### config.mk
export PLATFORM = sky130hd
export DESIGN_NAME = des_key_sched_seq
export DESIGN_NICKNAME = d
export VERILOG_FILES = /design/src/rtl/des_key_sched_seq.sv
export SDC_FILE = /design/constraint.sdc
export NUM_CORES = 1
export LEC_CHECK = 0
export ABC_AREA = 0
export CAP_MARGIN = 30
export CELL_PAD_IN_SITES_DETAIL_PLACEMENT = 1
export CELL_PAD_IN_SITES_GLOBAL_PLACEMENT = 2
export CORE_ASPECT_RATIO = 0.7
export CORE_MARGIN = 8
export CORE_UTILIZATION = 30
export CTS_BUF_LIST = sky130_fd_sc_hd__clkbuf_16
export DETAILED_ROUTE_END_ITERATION = 12
export PLACE_DENSITY = 0.81
export SLEW_MARGIN = 20
export SYNTH_ARGS = -nofsm -noshare
export SYNTH_HDL_FRONTEND = slang
export SYNTH_SLANG_ARGS = --single-unit
### constraint.sdc
create_clock -name clk -period 2.9 [get_ports clk]
set_input_delay 0.435 -clock clk [delete_from_list [all_inputs] [get_ports clk]]
set_output_delay 0.435 -clock clk [all_outputs]
set_load 0.03 [all_outputs]
### src/rtl/des_key_sched_seq.sv
// Sequential DES key schedule: streams the 16 round subkeys over valid/ready,
// K1..K16 for encryption or K16..K1 for decryption, one subkey per transfer.
module des_key_sched_seq #(
  parameter bit CHECK_PARITY = 1'b0
) (
  input  logic        clk,
  input  logic        rst,
  input  logic        key_load,
  input  logic [63:0] key_in,
  input  logic        decrypt,
  output logic        key_ready,
  output logic [47:0] subkey,
  output logic [3:0]  subkey_idx,
  output logic        subkey_last,
  output logic        subkey_valid,
  input  logic        subkey_ready,
  output logic        parity_err
);

  typedef enum logic {IDLE, GEN} state_e;

  // Permuted choice 1: DES key bit numbers (1 = MSB) feeding C (first 28) then D.
  localparam int unsigned PC1_TAB [56] = '{
    57, 49, 41, 33, 25, 17,  9,  1, 58, 50, 42, 34, 26, 18,
    10,  2, 59, 51, 43, 35, 27, 19, 11,  3, 60, 52, 44, 36,
    63, 55, 47, 39, 31, 23, 15,  7, 62, 54, 46, 38, 30, 22,
    14,  6, 61, 53, 45, 37, 29, 21, 13,  5, 28, 20, 12,  4
  };

  // Permuted choice 2: C||D bit numbers (1 = MSB of C) forming the subkey.
  localparam int unsigned PC2_TAB [48] = '{
    14, 17, 11, 24,  1,  5,  3, 28, 15,  6, 21, 10,
    23, 19, 12,  4, 26,  8, 16,  7, 27, 20, 13,  2,
    41, 52, 31, 37, 47, 55, 30, 40, 51, 45, 33, 48,
    44, 49, 39, 56, 34, 53, 46, 42, 50, 36, 29, 32
  };

  // Bit r set where round r+1 shifts by one position (rounds 1, 2, 9, 16).
  localparam logic [15:0] SH1_MASK = 16'h8103;

  function automatic logic [55:0] pc1(input logic [63:0] k);
    logic [55:0] r;
    r = '0;
    for (int i = 0; i < 56; i++) r[6'(55 - i)] = k[6'(64 - PC1_TAB[i])];
    return r;
  endfunction

  function automatic logic [47:0] pc2(input logic [55:0] cd);
    logic [47:0] r;
    r = '0;
    for (int i = 0; i < 48; i++) r[6'(47 - i)] = cd[6'(56 - PC2_TAB[i])];
    return r;
  endfunction

  function automatic logic [27:0] rotl28(input logic [27:0] x, input logic two);
    return two ? {x[25:0], x[27:26]} : {x[26:0], x[27]};
  endfunction

  function automatic logic [27:0] rotr28(input logic [27:0] x, input logic two);
    return two ? {x[1:0], x[27:2]} : {x[0], x[27:1]};
  endfunction

  // Odd parity per byte is the DES convention; any even byte is flagged.
  function automatic logic even_byte_any(input logic [63:0] k);
    logic r;
    r = 1'b0;
    for (int b = 0; b < 8; b++) r = r | ~(^k[8*b +: 8]);
    return r;
  endfunction

  state_e      state_q, state_d;
  logic [27:0] c_q, c_d, d_q, d_d;
  logic [3:0]  count_q, count_d;
  logic        mode_q, mode_d;
  logic        key_ready_q, key_ready_d;
  logic [47:0] subkey_q, subkey_d;
  logic [3:0]  idx_q, idx_d;
  logic        last_q, last_d;
  logic        valid_q, valid_d;
  logic        perr_q, perr_d;

  logic [55:0] key_pc1;
  logic [27:0] c_ld, d_ld, c_nx, d_nx;
  logic [3:0]  count_nx, sh_idx;
  logic        sh_two;

  // Next-state, next C/D and next presented subkey.
  always_comb begin
    state_d     = state_q;
    c_d         = c_q;
    d_d         = d_q;
    count_d     = count_q;
    mode_d      = mode_q;
    key_ready_d = key_ready_q;
    subkey_d    = subkey_q;
    idx_d       = idx_q;
    last_d      = last_q;
    valid_d     = valid_q;
    perr_d      = perr_q;

    // Load: encrypt presents C1/D1 (one left shift); decrypt presents C16/D16 = C0/D0.
    key_pc1 = pc1(key_in);
    c_ld    = decrypt ? key_pc1[55:28] : rotl28(key_pc1[55:28], 1'b0);
    d_ld    = decrypt ? key_pc1[27:0]  : rotl28(key_pc1[27:0],  1'b0);

    // Advance: encrypt shifts left by SH of the next round; decrypt undoes the current round.
    count_nx = count_q + 4'd1;
    sh_idx   = mode_q ? (4'd15 - count_q) : count_nx;
    sh_two   = ~SH1_MASK[sh_idx];
    c_nx     = mode_q ? rotr28(c_q, sh_two) : rotl28(c_q, sh_two);
    d_nx     = mode_q ? rotr28(d_q, sh_two) : rotl28(d_q, sh_two);

    case (state_q)
      IDLE: begin
        if (key_load && key_ready_q) begin
          state_d     = GEN;
          c_d         = c_ld;
          d_d         = d_ld;
          count_d     = 4'd0;
          mode_d      = decrypt;
          key_ready_d = 1'b0;
          subkey_d    = pc2({c_ld, d_ld});
          idx_d       = decrypt ? 4'd15 : 4'd0;
          last_d      = 1'b0;
          valid_d     = 1'b1;
          perr_d      = CHECK_PARITY & even_byte_any(key_in);
        end
      end
      GEN: begin
        if (subkey_ready) begin
          if (count_q == 4'd15) begin
            state_d     = IDLE;
            key_ready_d = 1'b1;
            valid_d     = 1'b0;
            last_d      = 1'b0;
          end else begin
            c_d      = c_nx;
            d_d      = d_nx;
            count_d  = count_nx;
            subkey_d = pc2({c_nx, d_nx});
            idx_d    = mode_q ? (4'd14 - count_q) : count_nx;
            last_d   = (count_nx == 4'd15);
          end
        end
      end
      default: state_d = IDLE;
    endcase
  end

  // State and output registers, asynchronously reset.
  always_ff @(posedge clk or posedge rst) begin
    if (rst) begin
      state_q     <= IDLE;
      c_q         <= '0;
      d_q         <= '0;
      count_q     <= '0;
      mode_q      <= 1'b0;
      key_ready_q <= 1'b1;
      subkey_q    <= '0;
      idx_q       <= '0;
      last_q      <= 1'b0;
      valid_q     <= 1'b0;
      perr_q      <= 1'b0;
    end else begin
      state_q     <= state_d;
      c_q         <= c_d;
      d_q         <= d_d;
      count_q     <= count_d;
      mode_q      <= mode_d;
      key_ready_q <= key_ready_d;
      subkey_q    <= subkey_d;
      idx_q       <= idx_d;
      last_q      <= last_d;
      valid_q     <= valid_d;
      perr_q      <= perr_d;
    end
  end

  assign key_ready    = key_ready_q;
  assign subkey       = subkey_q;
  assign subkey_idx   = idx_q;
  assign subkey_last  = last_q;
  assign subkey_valid = valid_q;
  assign parity_err   = perr_q;

endmodule

Word level (Yosys, flattened, before mapping). Memories as Yosys holds them, arrays and structs flattened. Cells that the tools add are included.

Register bits: 117. Bits in read-only memories: 16. Input port bits: 69. Output and inout bits: 56. Word-level logic and storage cells: 74. Memories kept: 1.

Add/subtract/negate cells: 3. Magnitude comparators: 1. Eq/ne operators: 6. Mux-type cells: 47. Bitwise logic cells: 1. Reductions and logical operators: 5.

Memory list: (no name shown) (words 16, width 1, rd ports 1, clocked after memory_dff 0, wr ports 0, RTL line 109) `sh_two = ~SH1_MASK[sh_idx];`.

Operators by type and width (count): 2-to-1 mux 28 bit (13); 2-to-1 mux 48 bit (3); one-hot mux 28 bit (2 select lines) (2); one-hot mux 48 bit (2 select lines) (1); 2-to-1 mux 4 bit (9); one-hot mux 4 bit (2 select lines) (2); 2-to-1 mux 1 bit (12); equality test 4 bit, second input constant (2); one-hot mux 1 bit (2 select lines) (4); subtractor 4 bit, first input constant (2); inequality test 2 bit, second input constant (3); AND reduction 3 bit (2); less-than comparator 4 x 5 -> 1 bit, second input constant (1); 2-to-1 mux 5 bit (1); adder 4 x 1 -> 4 bit, second input constant (1); AND reduction 2 bit (2); inequality test 2 x 1 -> 1 bit, second input constant (1); logical AND 1 bit (1); NOT 1 bit (1).

Depth between registers and ports, before layout.
Word-level depth: 9. Gate-level depth with buffers: 11. Mapped depth without buffers: 8.

Worst setup path before layout. OpenSTA, ideal clock, no wires.

Kind: register to register. Start point: register mode_q. End point: register c_q[0]. Library setup time: 0.122 ns. Arrival: 2.447 ns. Path slack: 0.331 ns. Stages on the path, launching flop included: 11. Path through: dfrtp_1 > inv_1 > clkbuf_1 > ha_1 > nor2_1 > or3_1 > a32o_1 > buf_2 > nand2_2 > mux4_2 > o2bb2ai_1.

Word-level cells in the longest chain between the ends: 8. Elaborated cells on any way between the ends: 9. Those cells by class: mux (8); memory (1).

RTL lines: start: declaration (RTL line 74) `logic mode_q, mode_d;`; start signal: assignment (RTL line 169) `mode_q <= mode_d;`; 2-to-1 mux 4 bit (RTL line 108) `sh_idx = mode_q ? (4'd15 - count_q) : count_nx;`; memory read (16 x 1 bit); 2-to-1 mux 1 bit (not written as such) (RTL line 109); 2-to-1 mux 28 bit, on equally long branches (RTL line 56, 60); 2-to-1 mux 28 bit * (RTL line 110) `c_nx = mode_q ? rotr28(c_q, sh_two) : rotl28(c_q, sh_two);`; 2-to-1 mux 28 bit * (RTL line 131) `if (count_q == 4'd15) begin`; 2-to-1 mux 28 bit * (RTL line 130) `if (subkey_ready) begin`; one-hot mux 28 bit (2 select lines) * (RTL line 113) `case (state_q)`; end signal: assignment (RTL line 154) `c_q <= '0;`; end signal: assignment (RTL line 166) `c_q <= c_d;`; end: declaration (RTL line 72) `logic [27:0] c_q, c_d, d_q, d_d;`.

Mark *: on every way between the ends. The rest lies on a longest branch, timed or not. The select of a mux whose other input is x is not followed. A chain may end at the register's enable or synchronous reset.

Final worst setup path.
Start point: register count_q[1]. End point: register c_q[0].

Word-level cells in the longest chain between the ends: 9. Elaborated cells on any way between the ends: 14. Those cells by class: add/sub (2); eq/ne (2); mux (8); reduce/logical (1); memory (1).

RTL lines: start: declaration (RTL line 73) `logic [3:0] count_q, count_d;`; start signal: assignment (RTL line 168) `count_q <= count_d;`; adder 4 x 1 -> 4 bit or subtractor 4 bit (tied branches) (RTL line 107, 108); 2-to-1 mux 4 bit (RTL line 108); memory read (16 x 1 bit); 2-to-1 mux 1 bit (not written as such) (RTL line 109); 2-to-1 mux 28 bit, on equally long branches (RTL line 56, 60); 2-to-1 mux 28 bit (RTL line 110); 2-to-1 mux 28 bit (RTL line 131); 2-to-1 mux 28 bit (RTL line 130); one-hot mux 28 bit (2 select lines) (RTL line 113).

Several ways; a longest one is shown, not always the timed one. The select of a mux whose other input is x is not followed.

==> results_dict.tcl <==
set metrics [dict create \
    status "complete, no violations" \
    die_h_um 127 \
    p_per_area_nw_per_um2 374 \
    min_path_type "flip-flop to flip-flop" \
    synth_top_family_by_area "compound AO/OA/AOI/OAI gates" \
    wl_mm 18.4 \
    postSynth.asyncResetShare_pct 100 \
    clock_power_share_pct 52.9 \
    clkLatencyLatePin_ps 340 \
    antenna_found_initial 0 \
    p_int_w 0.00186 \
    ys.flop_type "dfrtp_1" \
    share_comb_of_total_power_pct 6.9 \
    start_util_pct 30.6 \
    io_buffers 75 \
    row_count 40 \
    ys_types 58 \
    path_clk_slew_ps 60 \
    cp_max_fo 36 \
    hold_ws_ps 491 \
    cts_root_buffer "clkbuf_16" \
    vdd_ir_drop_max_v 0.000246 \
    ys_ff_latch 69 \
    crit_required_ps 3120 \
    syn2layout_area_growth_pct 22.3 \
    dieArea_um2 22000 \
    dp_hpwl_mm 13.0 \
    power.switching_w 0.000532 \
    yosys-mux-area-fraction_pct 10.7 \
    cts_num_sinks 69 \
    syn_inst 616 \
    total_power_w 0.00240 \
    worst_ep_arrival_time_ps 3000 \
    hold_viol 0 \
    synth-simple-area-share_pct 10.8 \
    seq_area_frac_synth_pct 33.0 \
    switching_share_pct 22.2 \
    synth_warnings 0 \
    cts_buffer_depth 2 \
    clock_skew_ps 8.15 \
    synth_edf_count 0 \
    first_global_vias 5403 \
    cap_violations 0 \
    timing.fmax_mhz 361 \
    routabilityCongestion 0.841 \
    fillCellCount 2017 \
    end_kind "flip-flop" \
    drt-initial-drc-count 275 \
    overflow 0 \
    final_cell_area_um2 6400 \
    cts_max_level 3 \
    grt_max_degree 54 \
    power_frac_seq_pct 40.2 \
    syn_area_per_cell_um2 8.50 \
    final_cell_mix "101 x a21oi_1, 74 x clkdlybuf4s50_1, 67 x dfrtp_1" \
    grt_setup_unrepaired "false" \
    drive_above_1_share_pct 9.26 \
    core_area_um2 17100 \
    num_antenna_cells 0 \
    drc 0 \
    pin_count 125 \
    worst_slew_pin_slew_ps 623 \
    via_count 4914 \
    fin_nets 717 \
    min_period_over_period_pct 95.6 \
    cp-start-kind "flip-flop" \
    synth_xor_area_share_pct 1.00 \
    vias_per_cell 5.59 \
    period_needed_ps 2770 \
    finalSetupViolCount 0 \
    yosys.area_share.adder_pct 0.956 \
    wl_per_cell_um 20.9 \
    grt_pass1_wl_mm 30.4 \
    dieWidth_um 174 \
    placed_area_um2 6050 \
    synth_compound_area_share_pct 30.8 \
    cts_tree "yes" \
    maxSlewHeadroom_pct 58.4 \
    firstDrtPassIters 4 \
    crit_type "flip-flop to flip-flop" \
    netlist_area_um2 5240 \
    cts_buffers 9 \
    tns_ps 0 \
    drtAntennaViolNets 0 \
    track_usage_pct 16.8 \
    p_leak_nw 2.54 \
    regToRegSetupSlack_ps 130 \
    drv_slew 0 \
    final_common_cell "a21oi_1" \
]
final timing paths:
check,cells past startpoint,end,from
worst max-delay path,8,c_q[0],count_q[1]
max in group asynchronous,4,c_q[8],rst
worst min register to register,2,subkey_idx[3],subkey_idx[3]
worst min-delay path,2,subkey_idx[3],subkey_idx[3]
worst max register to register,8,c_q[0],count_q[1]
min in group asynchronous,2,subkey_last,rst
repair_timing:
item,4_1_cts,5_1_grt
setup buffers,0,1
setup endpoints to repair,0,14
gates resized for setup,0,5
hold buffers,0,0
power by group through the flow:
stage                     logic (W)  clock network, W  registers, W
after floorplan            0.000101                 0      0.000980
after global placement     0.000165                 0      0.000980
after detailed placement   0.000167                 0      0.000980
after CTS                  0.000168           0.00129      0.000963
after global routing       0.000179           0.00133      0.000962
final                      0.000165           0.00127      0.000963
layout make-up:
| cell class | count | area (µm²) | area share (%) |
|---|---|---|---|
| tap | 231 | 289 | 4.51 |
| inverter | 14 | 52.6 | 0.820 |
| clock inverter | 6 | 103 | 1.60 |
| clock buffer | 9 | 225 | 3.52 |
| timing repair buffer | 105 | 1060 | 16.5 |
| sequential | 69 | 1730 | 27.0 |
| multi-input combinational | 445 | 2950 | 46.0 |
state kept, by name (all words and copies together), names as in the netlist, 4 cells and up:
register	flops
c_q	28
d_q	27
count_q	4
subkey_idx	4
layer usage:
layer	part of all wire, %	wire [µm]	GRT usage [%]	up-vias
met1	47	8730	22.7	2473
met3	5.6	1030	3.76	18
li1	-	-	-	2305
met2	46	8490	26.6	118
met4	0.87	161	4.66	0
met5	0	0	0	-
through the flow:
stage                     worst slack [ps]  std cells  utilization, %
after floorplan                        331        632               -
after global placement                 178        863            35.4
after detailed placement              86.8        863            35.4
after CTS                             60.9        878            37.3
after global routing                  5.60        879            37.4
final                                  127        879            37.4
cell families after synthesis:
logic type               after synthesis
flip-flops                            69
AND/OR/NAND/NOR                      116
multiplexers                          54
other                                  1
adder cells (fa/ha/maj)                4
buffers and inverters                118
AO/OA/AOI/OAI                        248
XOR/XNOR                               6
cells in the mapped netlist (9+ instances only):
master | instances | area [µm²]
o21ai_0 | 35 | 175
o221ai_1 | 16 | 140
dfrtp_1 | 68 | 1700
o211ai_1 | 10 | 75.1
nor2_1 | 9 | 33.8
a211oi_1 | 24 | 180
buf_4 | 51 | 383
inv_1 | 14 | 52.6
a21oi_1 | 102 | 510
nand2_1 | 37 | 139
nor3_1 | 22 | 110
clkbuf_1 | 39 | 146
nand3_1 | 26 | 130
mux2i_1 | 50 | 500
critical path, stage by stage, from the launching register on:
cell and delay [ps]:
dfrtp_1 500, ha_2 320, xnor2_2 120, or3_4 370
a32o_1 290, buf_12 190, nand2_2 150, mux4_2 560
o2bb2ai_1 140
No activity file was read; power rests on OpenSTA's default activity.
